`src/rtl/div_seq_ctrl.sv`:
```
// Multi-cycle divw/divwu sequencer: one radix-2 restoring step per cycle,
// exposing busy for pipeline stall and a one-cycle done pulse with the result.
module div_seq_ctrl #(
  parameter int WIDTH = 32,
  parameter int CNT_W = 6
) (
  input  logic             clk,
  input  logic             rst_n,
  input  logic             start,
  input  logic             signed_op,
  input  logic             flush,
  input  logic             so_in,
  input  logic [0:WIDTH-1] dividend,
  input  logic [0:WIDTH-1] divisor,
  output logic             busy,
  output logic             done,
  output logic [0:WIDTH-1] quotient,
  output logic             ov,
  output logic [0:3]       cr0
);

  typedef enum logic [2:0] {S_IDLE, S_PREP, S_ITER, S_FIX, S_DONE} state_t;

  state_t           state, state_nxt;
  logic [WIDTH-1:0] a_q, b_q, dq;
  logic [WIDTH:0]   rem, dvs;
  logic [CNT_W-1:0] cnt;
  logic             signed_q, so_q, sign_q;

  logic             accept, exc, last_step;
  logic [WIDTH-1:0] a_abs, b_abs, q_fix;
  logic [WIDTH:0]   shifted, diff;

  assign accept    = start && !flush && (state == S_IDLE || state == S_DONE);
  assign exc       = (b_q == '0) ||
                     (signed_q && a_q == {1'b1, {(WIDTH-1){1'b0}}} && b_q == '1);
  assign a_abs     = (signed_q && a_q[WIDTH-1]) ? -a_q : a_q;
  assign b_abs     = (signed_q && b_q[WIDTH-1]) ? -b_q : b_q;
  // rem never exceeds the divisor magnitude, so its top bit is dropped before shifting
  assign shifted   = {rem[WIDTH-1:0], dq[WIDTH-1]};
  assign diff      = shifted - dvs;
  assign q_fix     = sign_q ? -dq : dq;
  assign last_step = (cnt == CNT_W'(WIDTH - 1));

  always_ff @(posedge clk) begin
    if (!rst_n) state <= S_IDLE;
    else        state <= state_nxt;
  end

  always_comb begin
    state_nxt = state;
    busy      = 1'b0;
    done      = 1'b0;
    case (state)
      S_IDLE: if (accept) state_nxt = S_PREP;
      S_PREP: begin
        busy = 1'b1;
        if (flush)    state_nxt = S_IDLE;
        else if (exc) state_nxt = S_DONE;
        else          state_nxt = S_ITER;
      end
      S_ITER: begin
        busy = 1'b1;
        if (flush)          state_nxt = S_IDLE;
        else if (last_step) state_nxt = S_FIX;
      end
      S_FIX: begin
        busy      = 1'b1;
        state_nxt = flush ? S_IDLE : S_DONE;
      end
      S_DONE: begin
        done      = 1'b1;
        state_nxt = accept ? S_PREP : S_IDLE;
      end
      default: state_nxt = S_IDLE;
    endcase
  end

  always_ff @(posedge clk) begin
    if (!rst_n) begin
      a_q      <= '0;
      b_q      <= '0;
      dq       <= '0;
      rem      <= '0;
      dvs      <= '0;
      cnt      <= '0;
      signed_q <= 1'b0;
      so_q     <= 1'b0;
      sign_q   <= 1'b0;
      quotient <= '0;
      ov       <= 1'b0;
      cr0      <= '0;
    end else begin
      case (state)
        S_IDLE, S_DONE: begin
          if (accept) begin
            a_q      <= dividend;
            b_q      <= divisor;
            signed_q <= signed_op;
            so_q     <= so_in;
          end
        end
        S_PREP: begin
          if (!flush) begin
            if (exc) begin
              quotient <= '0;
              ov       <= 1'b1;
              cr0      <= 4'b0011;
            end else begin
              dq     <= a_abs;
              dvs    <= {1'b0, b_abs};
              rem    <= '0;
              cnt    <= '0;
              sign_q <= signed_q && (a_q[WIDTH-1] ^ b_q[WIDTH-1]);
            end
          end
        end
        S_ITER: begin
          if (!diff[WIDTH]) rem <= diff;
          else              rem <= shifted;
          dq  <= {dq[WIDTH-2:0], ~diff[WIDTH]};
          cnt <= cnt + 1'b1;
        end
        S_FIX: begin
          if (!flush) begin
            quotient <= q_fix;
            ov       <= 1'b0;
            cr0      <= {q_fix[WIDTH-1], !q_fix[WIDTH-1] && (q_fix != '0),
                         q_fix == '0, so_q};
          end
        end
        default: ;
      endcase
    end
  end

endmodule

```
`config.mk`:
```
export PLATFORM = sky130hd
export DESIGN_NAME = div_seq_ctrl
export DESIGN_NICKNAME = d
export VERILOG_FILES = /design/src/rtl/div_seq_ctrl.sv
export SDC_FILE = /design/constraint.sdc
export NUM_CORES = 1
export LEC_CHECK = 0
export ABC_AREA = 1
export BUFFER_PORTS_ARGS = -buffer_cell sky130_fd_sc_hd__buf_2
export CORE_ASPECT_RATIO = 0.5
export CORE_UTILIZATION = 55
export CTS_CLUSTER_DIAMETER = 100
export DETAILED_ROUTE_END_ITERATION = 10
export GPL_ROUTABILITY_DRIVEN = 0
export HOLD_SLACK_MARGIN = 0.12
export MAX_ROUTING_LAYER = met4
export PLACE_DENSITY = 0.77
export SLEW_MARGIN = 10
export SYNTH_ARGS = -nofsm -noshare
export SYNTH_HDL_FRONTEND = slang
export SYNTH_SLANG_ARGS = --single-unit
```
`constraint.sdc`:
```
create_clock -name clk -period 2.3 [get_ports clk]
set_input_delay 0.46 -clock clk [delete_from_list [all_inputs] [get_ports clk]]
set_output_delay 0.46 -clock clk [all_outputs]
set_load 0.005 [all_outputs]
```
# After elaboration in Yosys (flattened, before gate mapping)
# Index checks and enable logic that the tools add are counted.
[classes]
addsub = 5
n_eq_ne = 13
muxes = 35
bitwise_logic = 4
reduce_logical = 25
[op_table]
columns = ["op", "count"]
rows = [
  ["2-to-1 mux 32 bit", 11],
  ["case mux 32 bit (2 select lines)", 3],
  ["negation 32 bit", 3],
  ["== test 32 bit (second input constant)", 2],
  ["zero test 32 bit", 2],
  ["subtractor 33 x 32 -> 33 bit", 1],
  ["nonzero test 32 bit", 1],
  ["2-to-1 mux 3 bit", 6],
  ["case mux 3 bit (5 select lines)", 1],
  ["2-to-1 mux 4 bit", 3],
  ["2-to-1 mux 6 bit", 2],
  ["case mux 6 bit (2 select lines)", 1],
  ["!= test 2 bit (second input constant)", 5],
  ["logical AND 1 bit", 8],
  ["case mux 4 bit (2 select lines)", 1],
  ["adder 6 x 1 -> 6 bit (second input constant)", 1],
  ["== test 3 x 2 -> 1 bit (second input constant)", 2],
  ["== test 6 x 5 -> 1 bit (second input constant)", 1],
  ["2-to-1 mux 1 bit", 6],
  ["AND reduction 3 bit", 2],
  ["AND reduction 2 bit", 2],
  ["AND reduction 4 bit", 1],
  ["nonzero test 2 bit", 2],
  ["== test 3 x 1 -> 1 bit (second input constant)", 1],
  ["other kinds (10)", 14],
]
[totals]
ff_bits = 209
in_bits = 70
out_inout_bits = 39
word_cells = 95

# Logic depth before layout (Yosys ltp)
[depth]
ltp_word = 7
depth_mapped = 19
ltp_nobuf = 18

# Least setup slack after synthesis
# No wires, ideal clock.
[synth_path]
path_type = "register to register"
from = "register dq[31]"
to = "register rem[10]"
setup_time_ns = 0.070
t_arrival_ns = 2.196
required_ns = 2.230
path_slack_ns = 0.033
path_stages_with_launch = 20
path_buffers = 2
synth_period_minus_slack_ns = 2.267
path_cell_list = "dfxtp_1 inv_1 ha_1 inv_1 fa_1 nand3_1 nand2_1 nand2_1 nand2_1 nand2_1 nand2_1 nand3_2 nand2_1 nand2_1 nand2_1 buf_4 buf_6 nand2_1 nand3_1 a21oi_1"
[synth_via]
elab_chain_cells = 3
[synth_rtl]
columns = ["item", "line", "source"]
rows = [
  ["start: declaration", "25", "logic [WIDTH-1:0] a_q, b_q, dq;"],
  ["start signal: assignment", "110", "dq <= a_abs;"],
  ["start signal: assignment", "121", "dq <= {dq[WIDTH-2:0], ~diff[WIDTH]};"],
  ["subtractor 33 x 32 -> 33 bit", "41", "assign diff = shifted - dvs;"],
  ["2-to-1 mux 32 bit", "119", "if (!diff[WIDTH]) rem <= diff;"],
  ["case mux 32 bit (2 select lines)", "94", "case (state)"],
  ["end signal: assignment", "119", ""],
  ["end signal: assignment", "120", "else rem <= shifted;"],
  ["end: declaration", "26", "logic [WIDTH:0] rem, dvs;"],
]
# Every way passes these cells.
# A chain may end at the register's enable or synchronous reset.

# Worst setup path after layout
[layout_path]
from = "register dvs[8]"
to = "register rem[18]"
[layout_via]
elab_chain_cells = 3
[layout_rtl]
columns = ["item", "line", "source"]
rows = [
  ["start: declaration", "26", ""],
  ["start signal: assignment", "111", "dvs <= {1'b0, b_abs};"],
  ["subtractor 33 x 32 -> 33 bit", "41", ""],
  ["2-to-1 mux 32 bit", "119", ""],
  ["case mux 32 bit (2 select lines)", "94", ""],
]
# Every way passes these cells.

==> impl_metrics.toml <==
[run_status]
status = "complete, but fails checks"
violations = "negative setup slack"

[logic_synthesis]
netlist_area_um2 = 13040
ys_types = 47
yosysSeqAreaShare_pct = 31.94
synth_top_cell_by_area = "dfxtp_1"
synth.area.top_cells = "dfxtp_1, nand2_1, nand3_1"
yosys_warnings = 0
synth_edf_count = 0
ys_async_sr_fraction_pct = 0
ys.flop_type = "dfxtp_1"
synth_fp_nets = 2179
ys_seq_elements = 208
synth.top_cell.area_share_pct = 31.94
avgSynthCellArea_um2 = 6.297
syn_inst = 2070

[detailed_routing]
vias = 14660
antenna_left = 0
drc = 0
vias_per_cell = 5.767
drt-total-wl_um = 42580
drtPass1Iterations = 8
drt_iter0_drc = 1409
wl_per_cell_um = 16.75

[finish]
area_growth_pct = 24.48
diodes = 0
drive_above_1_share_pct = 18.30
multi_input_area_um2 = 8275
regArea_um2 = 4172
fillers = 1918
nNetsFinal = 2330

[clock_tree]
h-tree-depth = 1
cts_buffers = 21
clk_pin_slew_ps = 70
cts.sinks = 208
cts-hold-fix-buffers = 0
cts_tree = "done"
cts_buffer_depth = 3
clockRootBuffer = "clkbuf_16"
insertion_delay_ps = 530

[power_and_ir_drop]
switching_share_pct = 40.13
power.switching_w = 0.005833
comb_power_share_pct = 46.8
vdd_drop_max_v = 0.0005896
power_density_nw_per_um2 = 895.9
power.total_w = 0.01454
pwr-share-clk_pct = 25.7
power.leakage_nw = 7.408
p_int_w = 0.008703
power_frac_seq_pct = 27.6

[min_path]
hold_path.class = "in2reg"
whs_path_depth = 3

[global_routing]
grt_pass1_vias = 12910
grt_usage_pct = 31.50
antenna_found_initial = 0
grt_pass1_wl_um = 61370
grt_max_degree = 56
grt_overflow_total = 0

[sta]
period_minus_slack_ps = 2385
maxSlewViolCount = 0
hold_violations = 0
tightestPinTransition_ps = 621.5
slew_headroom_pct = 58.57
layout_setup_ws_ps = -85.20
max_freq_mhz = 419.3
rsz0062_at_grt = "true"
fin_skew_ps = 15.77
finalCritPeriodShare_pct = 103.7
setup_viol = 47

[critical_path]
end_kind = "register"
cp_max_fo = 4
slowest_delay_ps = 360
crit_type = "reg2reg"
start_kind = "register"
cp.arrival_ps = 2770
slowest_stage = "ha_1"
worstPathCellList = "inv_1 -> ha_1 -> nand2_1 -> nor2_1 -> inv_1 -> nor3_1 -> nand3_1 -> nand3_1 -> xnor2_1 -> nand2_1 -> nand3_1 -> a21oi_1"
critical_path_required_ps = 2690
cp_top_family = "simple AND/OR/NAND/NOR gates"
path_common_cell = "nand3_1"
path_buf_inv = 2
reg2regPathDepth = 12
critical_path_depth = 12

[floorplan]
die_y_um = 110.9
placementRows = 39
chipWidth_um = 219.7
start_util_pct = 56.59
ioPinCount = 109
die_area_um2 = 24360
core_um2 = 23030

[place]
port_buffers = 108
place_ws_ps = -101.4
dp_hpwl_um = 26670

[job]
cap_viol_max_count = 0
path summary, 6_finish.rpt:
| path | from | endpoint | slack (ps) |
|---|---|---|---|
| hold reg to reg | quotient[10] | quotient[10] | 480 |
| setup reg to reg | dvs[8] | rem[18] | -90 |
| setup / recovery | dvs[8] | rem[18] | -90 |
| hold / removal | divisor[12] | b_q[19] | 190 |
what timing repair did:
action | CTS | global route
buffers inserted | 3 | 12
gates cloned | 3 | 18
pin swaps | 7 | 41
setup endpoints to repair | 78 | 138
gates resized for setup | 25 | 180
metrics by stage:
stage	utilization [%]	TNS (ps)	instance area, um^2	std cells	hold slack [ps]
5_1_grt	70.45	-7929	16230	2542	200.5
3_5_place_dp	61.95	-509.9	14270	2470	468.1
6_report	70.45	-923.0	16230	2542	192.4
2_1_floorplan	-	0	13040	2070	433.1
4_1_cts	65.67	0	15120	2513	176.5
3_3_place_gp	61.95	-110.5	14270	2470	458.0
flip-flops by register name, indices dropped and copies added (netlist names), 3 cells and up:
register and count:
cnt 6, dq 32, cr0 3, quotient 32, state 3, dvs 32, b_q 32, a_q 32
rem 32
logic make-up after synthesis:
kind of cell / share of synthesized area [%]
simple gates: 34.06
xor+xnor: 5.039
fa+ha+maj: 3.801
buf+inv: 9.531
flops: 31.94
compound gates: 15.63
synthesized netlist by cell type, types with 2 or more instances:
master,n
a21boi_0,2
a21o_1,2
a21oi_1,184
a31oi_1,5
and2_1,2
and3_1,2
buf_1,11
buf_2,18
buf_4,3
buf_6,5
clkbuf_1,59
dfxtp_1,208
ha_1,38
inv_1,212
inv_2,3
nand2_1,434
nand3_1,238
nand3_2,2
nand3b_1,9
nand4_1,22
nor2_1,289
nor2_2,5
nor3_1,20
nor3_2,4
nor3b_1,2
nor4_1,2
o211ai_1,6
o21ai_0,182
o21ai_1,2
o21bai_1,3
or2_2,7
xnor2_1,22
xor2_1,53
metal layers:
layer / up-vias / share of wire, % / global-route usage, %
met4: 0 / 4.3 / 9.517
met3: 162 / 9.3 / 4.554
met5: - / 0 / -
li1: 7067 / - / -
met2: 683 / 45 / 50.30
met1: 6748 / 41 / 41.24
power groups by stage:
stage / Combinational (W) / Clock [W] / Sequential (W)
after CTS: 0.00525 / 0.00375 / 0.00399
after global routing: 0.00729 / 0.00393 / 0.00403
final: 0.00680 / 0.00373 / 0.00401
after detailed placement: 0.00495 / 0 / 0.00406
after floorplan: 0.00351 / 0 / 0.00401
after global placement: 0.00490 / 0 / 0.00406
layout by cell type (no fill, tap or decap), drive strengths merged, types with 2 or more instances in the layout:
master  synthesis  layout
and3            2       2
o21ai         184     184
nor3           25      25
nand4          23      23
clkinv          1       5
a21boi          3       3
and2            2       2
nor2          294     294
a31oi           5       5
nand3b          9       9
nor4            2       2
xor2           53      53
nand3         240     240
bufinv          0       4
xnor2          22      22
nor3b           2       2
ha             38      38
nand2         434     434
a21oi         184     184
buf            37     211
dfxtp         208     208
o211ai          6       6
inv           215     217
or2             7       7
clkbuf         59      40
a21o            2       2
o21bai          3       3
worst min-delay path: stages:
cell and delay (ps):
buf_2 70, o21ai_0 70, nor2_1 80
layout make-up:
| type | instances | share of cell area [%] |
|---|---|---|
| clock buffer | 27 | 3.501 |
| clock inverter | 10 | 0.9716 |
| inverter | 216 | 5.012 |
| multi-input combinational | 1550 | 51.00 |
| sequential | 208 | 25.71 |
| tap | 307 | 2.367 |
| timing repair buffer | 224 | 11.44 |
Note: power is estimated with default switching activity, not from simulation.
